--- src/rtl/digimax_pkg.sv ---
// digimax_pkg: shared types, constants and helpers for the DigiMax mixer.
//   - mix_state_t : sequencer states (IDLE, CH0..CH3, SID, OUT)
//   - DAC_MID / SID_MID : unsigned codes that represent silence
//   - SID_SHIFT / OUT_SHIFT : gain shifts for the SID level and final PCM
//   - dac_to_signed / sid_to_signed : convert raw codes into signed
//     accumulator-width contributions
package digimax_pkg;

  typedef enum logic [2:0] {
    IDLE,
    CH0,
    CH1,
    CH2,
    CH3,
    SID,
    OUT
  } mix_state_t;

  localparam logic [7:0] DAC_MID   = 8'h80;
  localparam logic [3:0] SID_MID   = 4'h8;
  localparam int         SID_SHIFT = 4;
  localparam int         OUT_SHIFT = 6;
  // Two DACs (+-128) plus the scaled SID level (-128..+112) need 10 bits.
  localparam int         ACC_W     = 10;

  // Offset-binary DAC code -> signed contribution in -128..+127.
  function automatic logic signed [ACC_W-1:0] dac_to_signed(input logic [7:0] d);
    return $signed({2'b00, d}) - $signed({2'b00, DAC_MID});
  endfunction

  // 4-bit SID digi level -> signed contribution in -128..+112.
  function automatic logic signed [ACC_W-1:0] sid_to_signed(input logic [3:0] lvl);
    return ($signed({6'b000000, lvl}) - $signed({6'b000000, SID_MID})) <<< SID_SHIFT;
  endfunction

endpackage

--- src/rtl/digimax_mixer_if.sv ---
// digimax_mixer_if: bundle between the DigiMax register block / SID digi
// redirect (master side) and the mixer (slave side).
//   enable, dac_0..3, sid_redirect, sid_sample, sid_dm : master -> mixer
//   out_l, out_r, out_valid, overrun                   : mixer -> master
interface digimax_mixer_if #(
  parameter int OUT_W = 16
);
  logic             enable;
  logic [7:0]       dac_0;
  logic [7:0]       dac_1;
  logic [7:0]       dac_2;
  logic [7:0]       dac_3;
  logic             sid_redirect;
  logic             sid_sample;
  logic [3:0]       sid_dm;
  logic [OUT_W-1:0] out_l;
  logic [OUT_W-1:0] out_r;
  logic             out_valid;
  logic             overrun;

  modport master (
    output enable, dac_0, dac_1, dac_2, dac_3, sid_redirect, sid_sample, sid_dm,
    input  out_l, out_r, out_valid, overrun
  );

  modport slave (
    input  enable, dac_0, dac_1, dac_2, dac_3, sid_redirect, sid_sample, sid_dm,
    output out_l, out_r, out_valid, overrun
  );
endinterface

--- src/rtl/digimax_tick_gen.sv ---
// digimax_tick_gen: sample-rate divider.
//   clk, reset : clock and synchronous active-high reset
//   enable     : 1 = count 0..CLK_DIV-1 and wrap; 0 = count held at 0
//   tick       : high for the one cycle in which the count is CLK_DIV-1
module digimax_tick_gen #(
  parameter int CLK_DIV = 672
) (
  input  logic clk,
  input  logic reset,
  input  logic enable,
  output logic tick
);
  localparam int              CNT_W = (CLK_DIV > 1) ? $clog2(CLK_DIV) : 1;
  localparam logic [CNT_W-1:0] LAST = CNT_W'(CLK_DIV - 1);

  logic [CNT_W-1:0] count_q, count_d;

  always_comb begin
    tick    = enable && (count_q == LAST);
    count_d = count_q + 1'b1;
    if (!enable || count_q == LAST) begin
      count_d = '0;
    end
  end

  always_ff @(posedge clk) begin
    if (reset) begin
      count_q <= '0;
    end else begin
      count_q <= count_d;
    end
  end
endmodule

--- src/rtl/digimax_mixer.sv ---
// digimax_mixer: paces the four DigiMax DAC latches and the redirected SID
// $D418 digi level at CLK_DIV clocks per sample and mixes them, one
// accumulate step per cycle, into signed stereo PCM.
//   clk, reset : clock and synchronous active-high reset
//   bus        : digimax_mixer_if.slave (DAC/SID inputs, PCM outputs,
//                out_valid strobe, sticky overrun flag)
// Left = ch0 + ch2 (+ SID), right = ch1 + ch3 (+ SID).
module digimax_mixer
  import digimax_pkg::*;
#(
  parameter int CLK_DIV = 672,
  parameter int OUT_W   = 16
) (
  input  logic             clk,
  input  logic             reset,
  digimax_mixer_if.slave   bus
);
  logic tick;

  digimax_tick_gen #(.CLK_DIV(CLK_DIV)) u_tick_gen (
    .clk    (clk),
    .reset  (reset),
    .enable (bus.enable),
    .tick   (tick)
  );

  logic [7:0] dac_in [4];
  assign dac_in[0] = bus.dac_0;
  assign dac_in[1] = bus.dac_1;
  assign dac_in[2] = bus.dac_2;
  assign dac_in[3] = bus.dac_3;

  mix_state_t              state_q, state_d;
  logic signed [ACC_W-1:0] acc_l_q, acc_l_d, acc_r_q, acc_r_d;
  logic [7:0]              dac_q [4];
  logic [7:0]              dac_d [4];
  logic                    redir_q, redir_d;
  logic [3:0]              lvl_q, lvl_d;
  logic [3:0]              sid_lvl_q, sid_lvl_d;
  logic [OUT_W-1:0]        out_l_q, out_l_d, out_r_q, out_r_d;
  logic                    out_valid_q, out_valid_d;
  logic                    overrun_q, overrun_d;
  logic signed [ACC_W-1:0] sid_add, sum_l, sum_r;

  always_comb begin
    state_d     = state_q;
    acc_l_d     = acc_l_q;
    acc_r_d     = acc_r_q;
    dac_d       = dac_q;
    redir_d     = redir_q;
    lvl_d       = lvl_q;
    out_l_d     = out_l_q;
    out_r_d     = out_r_q;
    out_valid_d = 1'b0;
    sid_add     = '0;
    sum_l       = acc_l_q;
    sum_r       = acc_r_q;
    // The latch follows every $D418 write, whatever the sequencer is doing.
    sid_lvl_d   = bus.sid_sample ? bus.sid_dm : sid_lvl_q;
    // A tick the sequencer cannot accept is lost; remember that it happened.
    overrun_d   = overrun_q | (tick && state_q != IDLE);

    case (state_q)
      IDLE: begin
        if (tick) begin
          state_d = CH0;
          acc_l_d = '0;
          acc_r_d = '0;
          for (int i = 0; i < 4; i++) begin
            dac_d[i] = dac_in[i];
          end
          redir_d = bus.sid_redirect;
          // A $D418 write in the snapshot cycle itself must not be missed.
          lvl_d   = bus.sid_sample ? bus.sid_dm : sid_lvl_q;
        end
      end
      CH0: begin
        acc_l_d = acc_l_q + dac_to_signed(dac_q[0]);
        state_d = CH1;
      end
      CH1: begin
        acc_r_d = acc_r_q + dac_to_signed(dac_q[1]);
        state_d = CH2;
      end
      CH2: begin
        acc_l_d = acc_l_q + dac_to_signed(dac_q[2]);
        state_d = CH3;
      end
      CH3: begin
        acc_r_d = acc_r_q + dac_to_signed(dac_q[3]);
        state_d = SID;
      end
      SID: begin
        // Final sums are loaded straight into the output registers so the
        // strobe is already high during the OUT cycle.
        sid_add     = redir_q ? sid_to_signed(lvl_q) : '0;
        sum_l       = acc_l_q + sid_add;
        sum_r       = acc_r_q + sid_add;
        acc_l_d     = sum_l;
        acc_r_d     = sum_r;
        out_l_d     = {{(OUT_W-ACC_W){sum_l[ACC_W-1]}}, sum_l} << OUT_SHIFT;
        out_r_d     = {{(OUT_W-ACC_W){sum_r[ACC_W-1]}}, sum_r} << OUT_SHIFT;
        out_valid_d = 1'b1;
        state_d     = OUT;
      end
      OUT: begin
        state_d = IDLE;
      end
      default: begin
        state_d = IDLE;
      end
    endcase
  end

  always_ff @(posedge clk) begin
    if (reset) begin
      state_q     <= IDLE;
      acc_l_q     <= '0;
      acc_r_q     <= '0;
      for (int i = 0; i < 4; i++) begin
        dac_q[i] <= DAC_MID;
      end
      redir_q     <= 1'b0;
      lvl_q       <= SID_MID;
      sid_lvl_q   <= SID_MID;
      out_l_q     <= '0;
      out_r_q     <= '0;
      out_valid_q <= 1'b0;
      overrun_q   <= 1'b0;
    end else begin
      state_q     <= state_d;
      acc_l_q     <= acc_l_d;
      acc_r_q     <= acc_r_d;
      dac_q       <= dac_d;
      redir_q     <= redir_d;
      lvl_q       <= lvl_d;
      sid_lvl_q   <= sid_lvl_d;
      out_l_q     <= out_l_d;
      out_r_q     <= out_r_d;
      out_valid_q <= out_valid_d;
      overrun_q   <= overrun_d;
    end
  end

  assign bus.out_l     = out_l_q;
  assign bus.out_r     = out_r_q;
  assign bus.out_valid = out_valid_q;
  assign bus.overrun   = overrun_q;
endmodule

--- src/flat_wrapper.sv ---
// flat-port wrapper written by rule: the top's interface ports become plain ports
module digimax_mixer_flat import digimax_pkg::*;
#(
  parameter int CLK_DIV = 672,
  parameter int OUT_W   = 16
)
  (clk, reset, bus_enable, bus_dac_0, bus_dac_1, bus_dac_2, bus_dac_3, bus_sid_redirect, bus_sid_sample, bus_sid_dm, bus_out_l, bus_out_r, bus_out_valid, bus_overrun);
  digimax_mixer_if #(.OUT_W(OUT_W)) bus_i ();
  input  logic clk;
  input  logic reset;
  input wire logic [$bits(bus_i.enable)-1:0] bus_enable;
  input wire logic [$bits(bus_i.dac_0)-1:0] bus_dac_0;
  input wire logic [$bits(bus_i.dac_1)-1:0] bus_dac_1;
  input wire logic [$bits(bus_i.dac_2)-1:0] bus_dac_2;
  input wire logic [$bits(bus_i.dac_3)-1:0] bus_dac_3;
  input wire logic [$bits(bus_i.sid_redirect)-1:0] bus_sid_redirect;
  input wire logic [$bits(bus_i.sid_sample)-1:0] bus_sid_sample;
  input wire logic [$bits(bus_i.sid_dm)-1:0] bus_sid_dm;
  output wire logic [$bits(bus_i.out_l)-1:0] bus_out_l;
  output wire logic [$bits(bus_i.out_r)-1:0] bus_out_r;
  output wire logic [$bits(bus_i.out_valid)-1:0] bus_out_valid;
  output wire logic [$bits(bus_i.overrun)-1:0] bus_overrun;
  assign bus_i.enable = bus_enable;
  assign bus_i.dac_0 = bus_dac_0;
  assign bus_i.dac_1 = bus_dac_1;
  assign bus_i.dac_2 = bus_dac_2;
  assign bus_i.dac_3 = bus_dac_3;
  assign bus_i.sid_redirect = bus_sid_redirect;
  assign bus_i.sid_sample = bus_sid_sample;
  assign bus_i.sid_dm = bus_sid_dm;
  assign bus_out_l = bus_i.out_l;
  assign bus_out_r = bus_i.out_r;
  assign bus_out_valid = bus_i.out_valid;
  assign bus_overrun = bus_i.overrun;
  digimax_mixer #(.CLK_DIV(CLK_DIV), .OUT_W(OUT_W)) u_core (.clk(clk), .reset(reset), .bus(bus_i));
endmodule
--- config.mk ---
export PLATFORM = sky130hd
export DESIGN_NAME = digimax_mixer_flat
export DESIGN_NICKNAME = d
export VERILOG_FILES = /design/src/rtl/digimax_pkg.sv /design/src/rtl/digimax_mixer_if.sv /design/src/rtl/digimax_tick_gen.sv /design/src/rtl/digimax_mixer.sv /design/src/flat_wrapper.sv
export SDC_FILE = /design/constraint.sdc
export NUM_CORES = 1
export LEC_CHECK = 0
export CAP_MARGIN = 20
export CELL_PAD_IN_SITES_DETAIL_PLACEMENT = 1
export CELL_PAD_IN_SITES_GLOBAL_PLACEMENT = 1
export CORE_ASPECT_RATIO = 1.1
export CORE_MARGIN = 10
export CORE_UTILIZATION = 35
export CTS_BUF_LIST = sky130_fd_sc_hd__clkbuf_2 sky130_fd_sc_hd__clkbuf_4 sky130_fd_sc_hd__clkbuf_8
export DETAILED_ROUTE_END_ITERATION = 6
export PLACE_DENSITY = 0.75
export SLEW_MARGIN = 40
export SYNTH_ARGS = -nofsm -noshare
export SYNTH_HDL_FRONTEND = slang
export SYNTH_SLANG_ARGS = --single-unit
--- constraint.sdc ---
create_clock -name clk -period 2.6 [get_ports clk]
set_clock_uncertainty 0.2 [all_clocks]
set_input_delay 0.65 -clock clk [delete_from_list [all_inputs] [get_ports clk]]
set_output_delay 0.65 -clock clk [all_outputs]
set_load 0.1 [all_outputs]
* After elaboration in Yosys (flattened, before gate mapping) *
Cells that the tools add are included.

word-level totals
  output and inout bits = 34
  flip-flop bits (word level) = 96
  word-level logic and storage cells = 55
  input bits = 41

cells by class
  bitwise gates (word level) = 1
  add/sub/neg operators = 12
  equal/unequal tests = 7
  muxes and demuxes = 8
  reductions and logical operators = 12

operators with widths
  operator                                               number
  case mux 10 bit (4 select lines)                       2
  adder 10 bit                                           6
  subtractor 8 x 8 -> 9 bit, second input constant       4
  two-way mux 10 bit                                     2
  case mux 3 bit (6 select lines)                        1
  adder 10 x 1 -> 10 bit, second input constant          1
  equality test 10 bit, second input constant            1
  nonzero test 4 bit                                     2
  equality test 3 x 2 -> 1 bit, second input constant    2
  equality test 3 bit, second input constant             2
  AND reduction 2 bit                                    3
  subtractor 4 x 4 -> 5 bit, second input constant       1
  two-way mux 4 bit                                      1
  equality test 3 x 1 -> 1 bit, second input constant    1
  logical NOT 3 bit                                      1
  two-way mux 3 bit                                      1
  nonzero test 3 bit                                     1
  logical AND 1 bit                                      2
  inequality test 2 x 1 -> 1 bit, second input constant  1
  OR reduction 2 bit                                     1
  logical NOT 1 bit                                      1
  logical OR 1 bit                                       1
  two-way mux 1 bit                                      1
  OR 1 bit                                               1

* Logic depth before layout (Yosys ltp) *
Gate-level depths: netlist of the first run.

  word-level depth = 4
  depth in mapped cells = 12
  mapped depth without buffers = 12

* Hierarchy *
From an unflattened synthesis of the first run, not the netlist that was laid out.

second synthesis, totals
  cell total of the unflattened synthesis = 598
  area total of the unflattened synthesis = 4991.0 µm²

modules (own cells, without submodules)
  module            area an instance (µm²)  cells each  seq. area each (µm²)  instances
  digimax_mixer     4540.6                  548         1721.7                1
  digimax_tick_gen  450.4                   50          200.2                 1

* Worst setup path before layout of the first run *
OpenSTA, ideal clock, no wires.

  path kind = reg2reg
  start = reg u_core.state_q[2]
  end = reg u_core.acc_l_q[9]
  buffers on the path = 0
  library setup time = 0.122 ns
  period minus slack after synthesis = 2.783 ns
  arrival = 2.461 ns
  slack = -0.183 ns
  stages on the path, launching flop included = 10
  cells stage by stage = dfxtp_1 nand3b_4 mux2_2 ha_1 a211oi_1 o21ai_0 a221oi_1 xnor2_1 nor2_1 a221o_1

between the ends
  longest elaborated chain between the ends = 3
  elaborated cells between the ends (all ways) = 8
  those cells by class = eq/ne (4); mux (1); reduce/logical (3)

ends and longest elaborated chain
  item                                                                                   RTL line              source
  from (decl)                                                                            digimax_mixer.sv:33   mix_state_t state_q, state_d;
  from (signal assigned)                                                                 digimax_mixer.sv:131  state_q <= state_d;
  equality test 3 x 1 -> 1 bit, or another cell as far along                             digimax_mixer.sv:63   case (state_q)
  nonzero test 4 bit (no line) / inequality test 2 x 1 -> 1 bit (equally long branches)  --
  AND reduction 2 bit (no line)                                                          --
  to (signal assigned)                                                                   digimax_mixer.sv:132  acc_l_q <= acc_l_d;
  to (decl)                                                                              digimax_mixer.sv:34   logic signed [ACC_W-1:0] acc_l_q, acc_l_d, acc_r_q, acc_r_d;

Parallel ways exist; a longest one is shown, timed or not.
A chain may end at the register's enable or synchronous reset.

* Final worst setup path of the first run *
Ends and elaborated chain as after synthesis.

==> impl_metrics.ini, run 1 <==
[logic_synthesis]
ys_ff_latch = 96
syn_avg_cell_area_sq_um = 8.50
synth.distinct_cells = 56
ys_seq_area_share_pct = 39.1
netlist_area_sq_um = 4920
syn_inst = 579
ys.warnings.count = 0
synthFlopType = dfxtp_1
async_flop_share_pct = 0
synth_edf_count = 0

[pwr]
netSwitchingFraction_pct = 24.4
power_density_nw_per_um2 = 406
power_mw = 2.55
p_seq_share_pct = 57.8
p_switching_mw = 0.621
power.leakage_nw = 2.51
peakVddDrop_mv = 0.202
combPwrFrac_pct = 7.0
internal_power_mw = 1.93
clockPowerShare_pct = 35.1

[sta]
setup-violations-final = 2
fin_crit_ns = 2.66
slew_headroom_pct = 59.2
setup_slack_ns = -0.0571
worst_pin_slew_ns = 0.612
fin_setup_tns_ns = -0.0651
fmax_ghz = 0.376
hold_viol_final = 0
min_period_over_period_pct = 102
hold-worst-slack_ns = 0.254
finalMaxSlewViolations = 0
rsz0062_at_grt = true

[drt]
postRouteAntennaNets = 0
firstDrtPassIters = 4
drtIter0Drc = 119
vias_per_cell = 5.02
drc = 0
wl_per_cell_um = 16.3
wirelength_mm = 14.0
num_vias = 4319

[finish]
fillers = 1636
drive_gt1_share_pct = 20.7
nNetsFinal = 744
fin_cells = 861
final_util_pct = 45.5
area_delta_synth_final_pct = 27.7
n_antenna_cell = 0

[worst_setup_path]
setup.worst_path.end = u_core.acc_l_q[9]$_SDFFE_PP0P_
critPathLaunchType = flop
cp.arrival_ns = 2.73
crit_cells = 9
path_buf_inv = 0
r2r_cells = 9
reg2reg_slack_ns = -0.06
crit_slowest_cell = dfxtp_4
cpPeakStageDelay_ns = 0.37
cp_top_family = compound AO/OA/AOI/OAI gates
cp_data_required_time_ns = 2.68
r2r_end = u_core.acc_l_q[9]$_SDFFE_PP0P_
critPathMaxFanout = 8
path_cells = nand3b_4 > mux2_2 > ha_1 > nor4_2 > o21ai_2 > a221oi_2 > xnor2_1 > nor2_1 > a221o_1
path_class = reg -> reg
cp-startpoint = u_core.state_q[2]$_SDFFE_PP0P_
end_kind = flop
timing.rr.start = u_core.state_q[2]$_SDFFE_PP0P_

[clock_tree]
cts_tree = done
insertion_delay_ns = 0.38
postCtsHoldBufs = 0
cts.htree.levels = 3
root_buffer = clkbuf_8
clock_path_buffers = 2
clk_pin_slew_ns = 0.09
cts_buffers = 9
cts.sink_count = 96

[grt]
grt_use_total_pct = 14.6
grt_pass1_vias = 4643
grt_max_degree = 77
grt_overflow = 0
antenna_found_initial = 0
grt_pass1_wl_mm = 22.8

[job]
cap_violations = 0

[placed_design]
hpwl_mm = 10.8
port_buffers = 62
gp_congestion = 0.827
dp.cells = 841

[die]
die_area_sq_um = 19200
num_io_pins = 75
rows = 45
start_util_pct = 35.7
die_w_um = 133
core-area_sq_um = 13800
dieHeight_um = 144

[hold_path]
hold_class = reg -> reg

[status]
violations = setup timing
status = finished with violations
[metrics by stage]
stage	setup WS (ns)	cell area, sq um
floorplan	-0.0190	5030
global placement	-0.0446	5920
detailed placement	-0.152	5920
CTS	-0.0387	6140
global route	-0.158	6280
finish	-0.0571	6280
[Yosys cell counts, types with 8 or more instances]
| master | count | area share, % |
|---|---|---|
| ha_1 | 29 | 7.4 |
| mux2_2 | 15 | 3.4 |
| a22oi_1 | 8 | 1.2 |
| clkbuf_1 | 14 | 1.1 |
| nor2_1 | 50 | 3.8 |
| buf_4 | 16 | 2.4 |
| xnor2_1 | 16 | 2.8 |
| inv_1 | 15 | 1.1 |
| nand2_1 | 110 | 8.4 |
| nand3_1 | 13 | 1.3 |
| dfxtp_1 | 96 | 39 |
| o21ai_0 | 15 | 1.5 |
| a211oi_1 | 11 | 1.7 |
| a21oi_1 | 70 | 7.1 |
| xor2_1 | 14 | 2.5 |
[cell usage in the layout, fill, tap and decap left out, drive strengths merged, types with 4 or more instances in the layout]
master	count
fa	4
nand3	14
nand2	110
inv	16
conb	12
o22ai	7
buf	63
nor2	54
and2	5
a22oi	8
dfxtp	96
a211oi	11
xnor2	16
a21o	6
mux2	15
a21oi	71
o211ai	4
xor2	14
mux2i	7
o21ai	17
clkbuf	13
nor2b	6
clkdlybuf4s50	39
ha	29
[what timing repair did]
action	CTS	global route
pin swaps	6	9
resized for setup	14	22
buffers inserted	1	5
endpoints found under the setup margin	8	9
[power groups by stage]
| stage | Combinational (mW) | Sequential, mW | Clock, mW |
|---|---|---|---|
| global placement | 0.177 | 1.51 | 0 |
| CTS | 0.180 | 1.48 | 0.920 |
| detailed placement | 0.179 | 1.51 | 0 |
| global route | 0.188 | 1.47 | 0.982 |
| floorplan | 0.119 | 1.51 | 0 |
| finish | 0.179 | 1.47 | 0.895 |
[tightest hold or removal path: stages, from the launching register on]
cell,delay (ns)
dfxtp_1,0.32
nand2_1,0.05
a21oi_1,0.05
[registers in the layout, indices dropped and copies added, names as in the netlist]
| name | cells |
|---|---|
| u_core.bus.out_l | 10 |
| u_core.state_q | 3 |
| u_core.dac_q | 32 |
| u_core.sid_lvl_q | 4 |
| u_core.acc_l_q | 10 |
| u_core.lvl_q | 4 |
| u_core.acc_r_q | 10 |
| u_core.bus.overrun | 1 |
| u_core.bus.out_valid | 1 |
| u_core.bus.out_r | 10 |
| u_core.redir_q | 1 |
| u_core.u_tick_gen.count_q | 10 |
[kinds of logic (layout without fill, tap and decap cells)]
family	count (synthesis)	after routing	share of synthesized area [%]
xor gates and xnor gates	30	30	5.34
AOI/OAI and AO/OA	140	140	17.2
adders and majority gates	33	33	9.00
other	1	12	0.0762
DFF	96	96	39.1
muxes	22	22	5.19
and+or+nand+nor	208	208	19.1
buffers and inverters	49	132	5.04
[how the worst min path moves through the flow]
stage / start / to / slack, ns / cells past startpoint
final: u_core.dac_q[20]$_SDFFE_PP0P_ / u_core.dac_q[20]$_SDFFE_PP0P_ / 0.25 / 2
after CTS: u_core.dac_q[20]$_SDFFE_PP0P_ / u_core.dac_q[20]$_SDFFE_PP0P_ / 0.26 / 2
after global placement: u_core.dac_q[1]$_SDFFE_PP0P_ / u_core.dac_q[1]$_SDFFE_PP0P_ / 0.24 / 2
after detailed placement: u_core.dac_q[20]$_SDFFE_PP0P_ / u_core.dac_q[20]$_SDFFE_PP0P_ / 0.25 / 2
after floorplan: u_core.dac_q[1]$_SDFFE_PP0P_ / u_core.dac_q[1]$_SDFFE_PP0P_ / 0.23 / 2
after global routing: u_core.dac_q[12]$_SDFFE_PP0P_ / u_core.dac_q[12]$_SDFFE_PP0P_ / 0.29 / 2
[final cells by class]
| cell class | count | area (sq um) | area share (%) |
|---|---|---|---|
| inverter | 16 | 60.1 | 0.956 |
| clock buffer | 13 | 160 | 2.55 |
| multi-input combinational | 445 | 3000 | 47.7 |
| sequential | 96 | 1930 | 30.8 |
| tap | 188 | 235 | 3.74 |
| timing repair buffer | 102 | 893 | 14.2 |
| clock inverter | 1 | 5.00 | 0.0797 |
[per-layer routing]
metal  up-vias  GRT usage, %  wire, um  share of wire, %
li1       2150             -         -                 -
met3        18          2.78       412               2.9
met1      2085          16.8      6330                45
met5         -             0         0                 0
met4         0          5.91       229               1.6
met2        66          25.9      7030                50
No activity file was read; power rests on OpenSTA's default activity.
==> inputs of run 2 (changes only) <==
--- a/config.mk
+++ b/config.mk
@@ -10,10 +10,10 @@
 export CELL_PAD_IN_SITES_GLOBAL_PLACEMENT = 1
 export CORE_ASPECT_RATIO = 1.1
 export CORE_MARGIN = 10
-export CORE_UTILIZATION = 35
+export CORE_UTILIZATION = 38
 export CTS_BUF_LIST = sky130_fd_sc_hd__clkbuf_2 sky130_fd_sc_hd__clkbuf_4 sky130_fd_sc_hd__clkbuf_8
 export DETAILED_ROUTE_END_ITERATION = 6
-export PLACE_DENSITY = 0.75
+export PLACE_DENSITY = 0.81
 export SLEW_MARGIN = 40
 export SYNTH_ARGS = -nofsm -noshare
 export SYNTH_HDL_FRONTEND = slang
==> impl_metrics.ini, run 2 (synthesis gave the netlist of run 1 again) <==
[finish]
fin_area_sq_um = 6520
drive_gt1_share_pct = 23.8
fillers = 1441
area_delta_synth_final_pct = 32.5
largest_reg_flops = 32
nNetsFinal = 750
n_antenna_cell = 0
final_cell_mix = nand2_1, dfxtp_1, a21oi_1
layout_commonest_cell = nand2_1
regMostFlops = u_core.dac_q

[die]
die_w_um = 128
core-area_sq_um = 12600
rows = 43
start_util_pct = 38.9
die_area_sq_um = 17900
dieHeight_um = 139
num_io_pins = 75

[hold_path]
hp-start = u_core.dac_q[4]$_SDFFE_PP0P_
min_to = u_core.dac_q[4]$_SDFFE_PP0P_
whs_path_depth = 2
hold_class = reg -> reg

[grt]
antenna_found_initial = 0
grt_pass1_wl_mm = 23.1
grt_use_total_pct = 15.6
grt_pass1_vias = 4554
grt_overflow = 0
grt_max_degree = 77

[clock_tree]
postCtsHoldBufs = 0
clock_path_buffers = 2
root_buffer = clkbuf_8
insertion_delay_ns = 0.37
cts_tree = done
cts.sink_count = 96
clk_pin_slew_ns = 0.09
cts_buffers = 9
cts.htree.levels = 3

[sta]
slew_headroom_pct = 61.5
fin_crit_ns = 2.87
rsz0062_at_grt = true
hold_viol_final = 0
worst_pin_slew_ns = 0.578
setup_slack_ns = -0.270
setup-violations-final = 9
fin_setup_tns_ns = -1.13
hold-worst-slack_ns = 0.252
min_period_over_period_pct = 110
finalMaxSlewViolations = 0
fmax_ghz = 0.348

[placed_design]
hpwl_mm = 10.8
port_buffers = 62
gp_congestion = 0.904
placed_area_sq_um = 5880

[pwr]
power.leakage_nw = 2.57
power_mw = 2.76
power_density_nw_per_um2 = 424
peakVddDrop_mv = 0.236

[status]
status = finished with violations
violations = setup timing

[worst_setup_path]
cp.arrival_ns = 2.90
critPathLaunchType = flop
path_class = reg -> reg
r2r_end = u_core.acc_r_q[8]$_SDFFE_PP0P_
cp_data_required_time_ns = 2.63
critPathMaxFanout = 6
reg2reg_slack_ns = -0.27
timing.rr.start = u_core.state_q[1]$_SDFFE_PP0P_
end_kind = flop
r2r_cells = 12

[drt]
num_vias = 4583
postRouteAntennaNets = 0
wl_per_cell_um = 20.4
drc = 0
drtIter0Drc = 253
vias_per_cell = 5.48
wirelength_mm = 17.0
firstDrtPassIters = 5

[job]
cap_violations = 0
-- run 2: cell types whose count changed in the layout (fill, tap and decap cells not counted), sizes merged --
cell	previous run	this run
bufinv	0	2
buf	63	69
clkbuf	13	12
-- run 2: power by group --
| group | internal [mW] | switching [mW] |
|---|---|---|
| clock | 0.599 | 0.507 |
| combinational | 0.0613 | 0.121 |
| sequential | 1.47 | 0.00316 |
-- run 2: final cells by class --
cell class,instances,area [sq um],area share [%]
Clock inverter,3,65.1,0.998
Multi-Input combinational cell,445,3160,48.5
Tap cell,157,196,3.01
Timing Repair Buffer,108,947,14.5
Sequential cell,96,1930,29.6
Clock buffer,12,159,2.44
Inverter,16,60.1,0.921
-- run 2: repair_timing --
action                     4_1_cts  5_1_grt
resized for setup               19       41
setup endpoints to repair       10       12
pin swaps                       11       16
setup buffers                    5        8
-- run 2: metal layers --
metal / wire [um] / global-route usage, % / up-vias
li1: - / - / 2166
met1: 6810 / 18.3 / 2218
met2: 8790 / 27.2 / 151
met3: 875 / 3.38 / 48
met4: 571 / 5.40 / 0
met5: 0 / 0 / -
-- run 2: critical path, cell delays in order, from the launching register on --
cell,delay [ns]
dfxtp_4,0.36
nand2b_4,0.15
nor2_4,0.21
mux2_4,0.34
ha_4,0.17
inv_2,0.06
fa_2,0.20
nor2b_2,0.05
o21ai_2,0.15
a21oi_2,0.09
o41ai_2,0.29
xor2_1,0.30
o22ai_2,0.16
-- run 2: worst max-delay path by stage --
| stage | cells after the start | to | startpoint |
|---|---|---|---|
| floorplan | 12 | u_core.acc_r_q[8]$_SDFFE_PP0P_ | u_core.state_q[1]$_SDFFE_PP0P_ |
| global route | 12 | u_core.acc_r_q[8]$_SDFFE_PP0P_ | u_core.state_q[1]$_SDFFE_PP0P_ |
| finish | 12 | u_core.acc_r_q[8]$_SDFFE_PP0P_ | u_core.state_q[1]$_SDFFE_PP0P_ |
| CTS | 12 | u_core.acc_r_q[8]$_SDFFE_PP0P_ | u_core.state_q[1]$_SDFFE_PP0P_ |
| detailed placement | 11 | u_core.acc_r_q[9]$_SDFFE_PP0P_ | u_core.state_q[1]$_SDFFE_PP0P_ |
| global placement | 12 | u_core.acc_r_q[8]$_SDFFE_PP0P_ | u_core.state_q[1]$_SDFFE_PP0P_ |
-- run 2: stage by stage --
stage | instances | setup WS (ns) | utilization, %
3_5_place_dp | 809 | -0.235 | 46.5
5_1_grt | 837 | -0.338 | 51.6
2_1_floorplan | 590 | -0.0190 | -
4_1_cts | 829 | -0.0892 | 49.2
6_report | 837 | -0.270 | 51.6
3_3_place_gp | 809 | -0.0613 | 46.5
==> inputs of run 3 (changes only) <==
--- a/config.mk
+++ b/config.mk
@@ -6,14 +6,12 @@
 export NUM_CORES = 1
 export LEC_CHECK = 0
 export CAP_MARGIN = 20
-export CELL_PAD_IN_SITES_DETAIL_PLACEMENT = 1
-export CELL_PAD_IN_SITES_GLOBAL_PLACEMENT = 1
 export CORE_ASPECT_RATIO = 1.1
 export CORE_MARGIN = 10
-export CORE_UTILIZATION = 38
+export CORE_UTILIZATION = 41
 export CTS_BUF_LIST = sky130_fd_sc_hd__clkbuf_2 sky130_fd_sc_hd__clkbuf_4 sky130_fd_sc_hd__clkbuf_8
 export DETAILED_ROUTE_END_ITERATION = 6
-export PLACE_DENSITY = 0.81
+export PLACE_DENSITY = 0.68
 export SLEW_MARGIN = 40
 export SYNTH_ARGS = -nofsm -noshare
 export SYNTH_HDL_FRONTEND = slang
==> impl_metrics.ini, run 3 (synthesis gave the netlist of run 1 again) <==
[pwr]
power.leakage_nw = 2.56
netSwitchingFraction_pct = 22.6
power_mw = 2.76
p_switching_mw = 0.625
peakVddDrop_mv = 0.237
clockPowerShare_pct = 40.0
combPwrFrac_pct = 6.5
p_seq_share_pct = 53.5
power_density_nw_per_um2 = 430
internal_power_mw = 2.13

[worst_setup_path]
critPathLaunchType = flop
r2r_cells = 14
end_kind = flop
path_cells = buf_6 > nand2b_4 > nor2_4 > buf_6 > mux2_4 > ha_4 > inv_2 > fa_2 > nor2b_2 > o21ai_2 > a21oi_2 > o41ai_2 > xor2_1 > o22ai_1
cpPeakStageDelay_ns = 0.37
cp.arrival_ns = 2.71
crit_slowest_cell = dfxtp_2
crit_cells = 14
cp_top_family = compound AO/OA/AOI/OAI gates
reg2reg_slack_ns = -0.08
critPathMaxFanout = 5
timing.rr.start = u_core.state_q[2]$_SDFFE_PP0P_
r2r_end = u_core.acc_r_q[8]$_SDFFE_PP0P_
crit_top_cell = buf_6
path_class = reg -> reg
cp_data_required_time_ns = 2.63
setup.worst_path.end = u_core.acc_r_q[8]$_SDFFE_PP0P_
path_buf_inv = 3
cp-startpoint = u_core.state_q[2]$_SDFFE_PP0P_

[sta]
fmax_ghz = 0.373
min_period_over_period_pct = 103
setup_slack_ns = -0.0808
setup-violations-final = 2
hold_viol_final = 0
fin_crit_ns = 2.68
rsz0062_at_grt = true
slew_headroom_pct = 61.3
worst_pin_slew_ns = 0.581
hold-worst-slack_ns = 0.251
finalMaxSlewViolations = 0

[clock_tree]
clock_path_buffers = 2
postCtsHoldBufs = 0
cts.htree.levels = 3
cts_tree = done
insertion_delay_ns = 0.36
cts.sink_count = 96
clk_pin_slew_ns = 0.09
cts_buffers = 9
root_buffer = clkbuf_8

[drt]
drc = 0
drtIter0Drc = 170
num_vias = 4327
postRouteAntennaNets = 0
wl_per_cell_um = 15.4
firstDrtPassIters = 5
vias_per_cell = 5.19
wirelength_mm = 12.8

[finish]
area_delta_synth_final_pct = 30.4
regMostFlops = u_core.dac_q
drive_gt1_share_pct = 23.3
final_util_pct = 55.3
layout_commonest_cell = nand2_1
n_antenna_cell = 0
largest_reg_flops = 32
final_cell_mix = nand2_1, dfxtp_1, a21oi_1
fin_area_sq_um = 6410
nNetsFinal = 752

[placed_design]
port_buffers = 62
hpwl_mm = 9.41
gp_congestion = 0.865
placed_area_sq_um = 5850

[job]
cap_violations = 0

[grt]
grt_max_degree = 53
grt_pass1_wl_mm = 20.7
grt_pass1_vias = 4297
grt_use_total_pct = 14.4
grt_overflow = 0
antenna_found_initial = 0

[die]
die_w_um = 124
num_io_pins = 75
start_util_pct = 42.4
die_area_sq_um = 16800
dieHeight_um = 135
rows = 41
core-area_sq_um = 11600

[status]
violations = setup timing
status = finished with violations

[hold_path]
hold_class = reg -> reg
whs_path_depth = 2
-- run 3: what timing repair did --
action	CTS	global route
pin swaps	14	20
endpoints found under the setup margin	8	9
buffers inserted	5	10
gates resized for setup	14	36
-- run 3: worst min path at each step --
| stage | from | end | slack (ns) |
|---|---|---|---|
| after global placement | u_core.dac_q[1]$_SDFFE_PP0P_ | u_core.dac_q[1]$_SDFFE_PP0P_ | 0.24 |
| final | u_core.dac_q[18]$_SDFFE_PP0P_ | u_core.dac_q[18]$_SDFFE_PP0P_ | 0.25 |
| after floorplan | u_core.dac_q[1]$_SDFFE_PP0P_ | u_core.dac_q[1]$_SDFFE_PP0P_ | 0.23 |
| after detailed placement | u_core.dac_q[6]$_SDFFE_PP0P_ | u_core.dac_q[6]$_SDFFE_PP0P_ | 0.24 |
| after CTS | u_core.dac_q[6]$_SDFFE_PP0P_ | u_core.dac_q[6]$_SDFFE_PP0P_ | 0.25 |
| after global routing | u_core.dac_q[5]$_SDFFE_PP0P_ | u_core.dac_q[5]$_SDFFE_PP0P_ | 0.28 |
-- run 3: power groups by stage --
stage,sequential [mW],combinational (mW),clock [mW]
floorplan,1.51,0.119,0
global placement,1.51,0.177,0
detailed placement,1.51,0.178,0
CTS,1.48,0.178,1.11
global route,1.48,0.188,1.17
finish,1.48,0.178,1.10
-- run 3: cell type report --
cell class | count | area [sq um]
clock inverters | 3 | 65.1
well taps | 150 | 188
clock buffers | 13 | 160
flip-flops and latches | 96 | 1930
fillers | 1044 | 5180
multi-input cells | 445 | 3070
repair buffers | 110 | 948
inverters | 16 | 60.1
-- run 3: routing by layer --
metal	vias to the layer above	part of all wire [%]	routed length, um	global-route usage, %
li1	2178	-	-	-
met1	2043	45	5700	17.5
met2	86	50	6380	24.9
met3	20	3.8	490	2.62
met4	0	1.8	231	5.38
met5	-	0	0	0
-- run 3: worst register-to-register path, delay by kind of cell (launching register included) --
family | cells | cell delay, ns
AOI/OAI and AO/OA | 4 | 0.59
xor gates and xnor gates | 1 | 0.18
adders and majority gates | 2 | 0.37
buffers and inverters | 3 | 0.29
DFF | 1 | 0.37
muxes | 1 | 0.31
and+or+nand+nor | 3 | 0.27
-- run 3: through the flow --
stage / cells / setup slack, ns / TNS (ns)
2_1_floorplan: 590 / -0.0190 / -0.0190
3_3_place_gp: 802 / -0.0566 / -0.142
3_5_place_dp: 802 / -0.166 / -0.519
4_1_cts: 823 / -0.00910 / -0.0179
5_1_grt: 833 / -0.222 / -1.15
6_report: 833 / -0.0808 / -0.0827
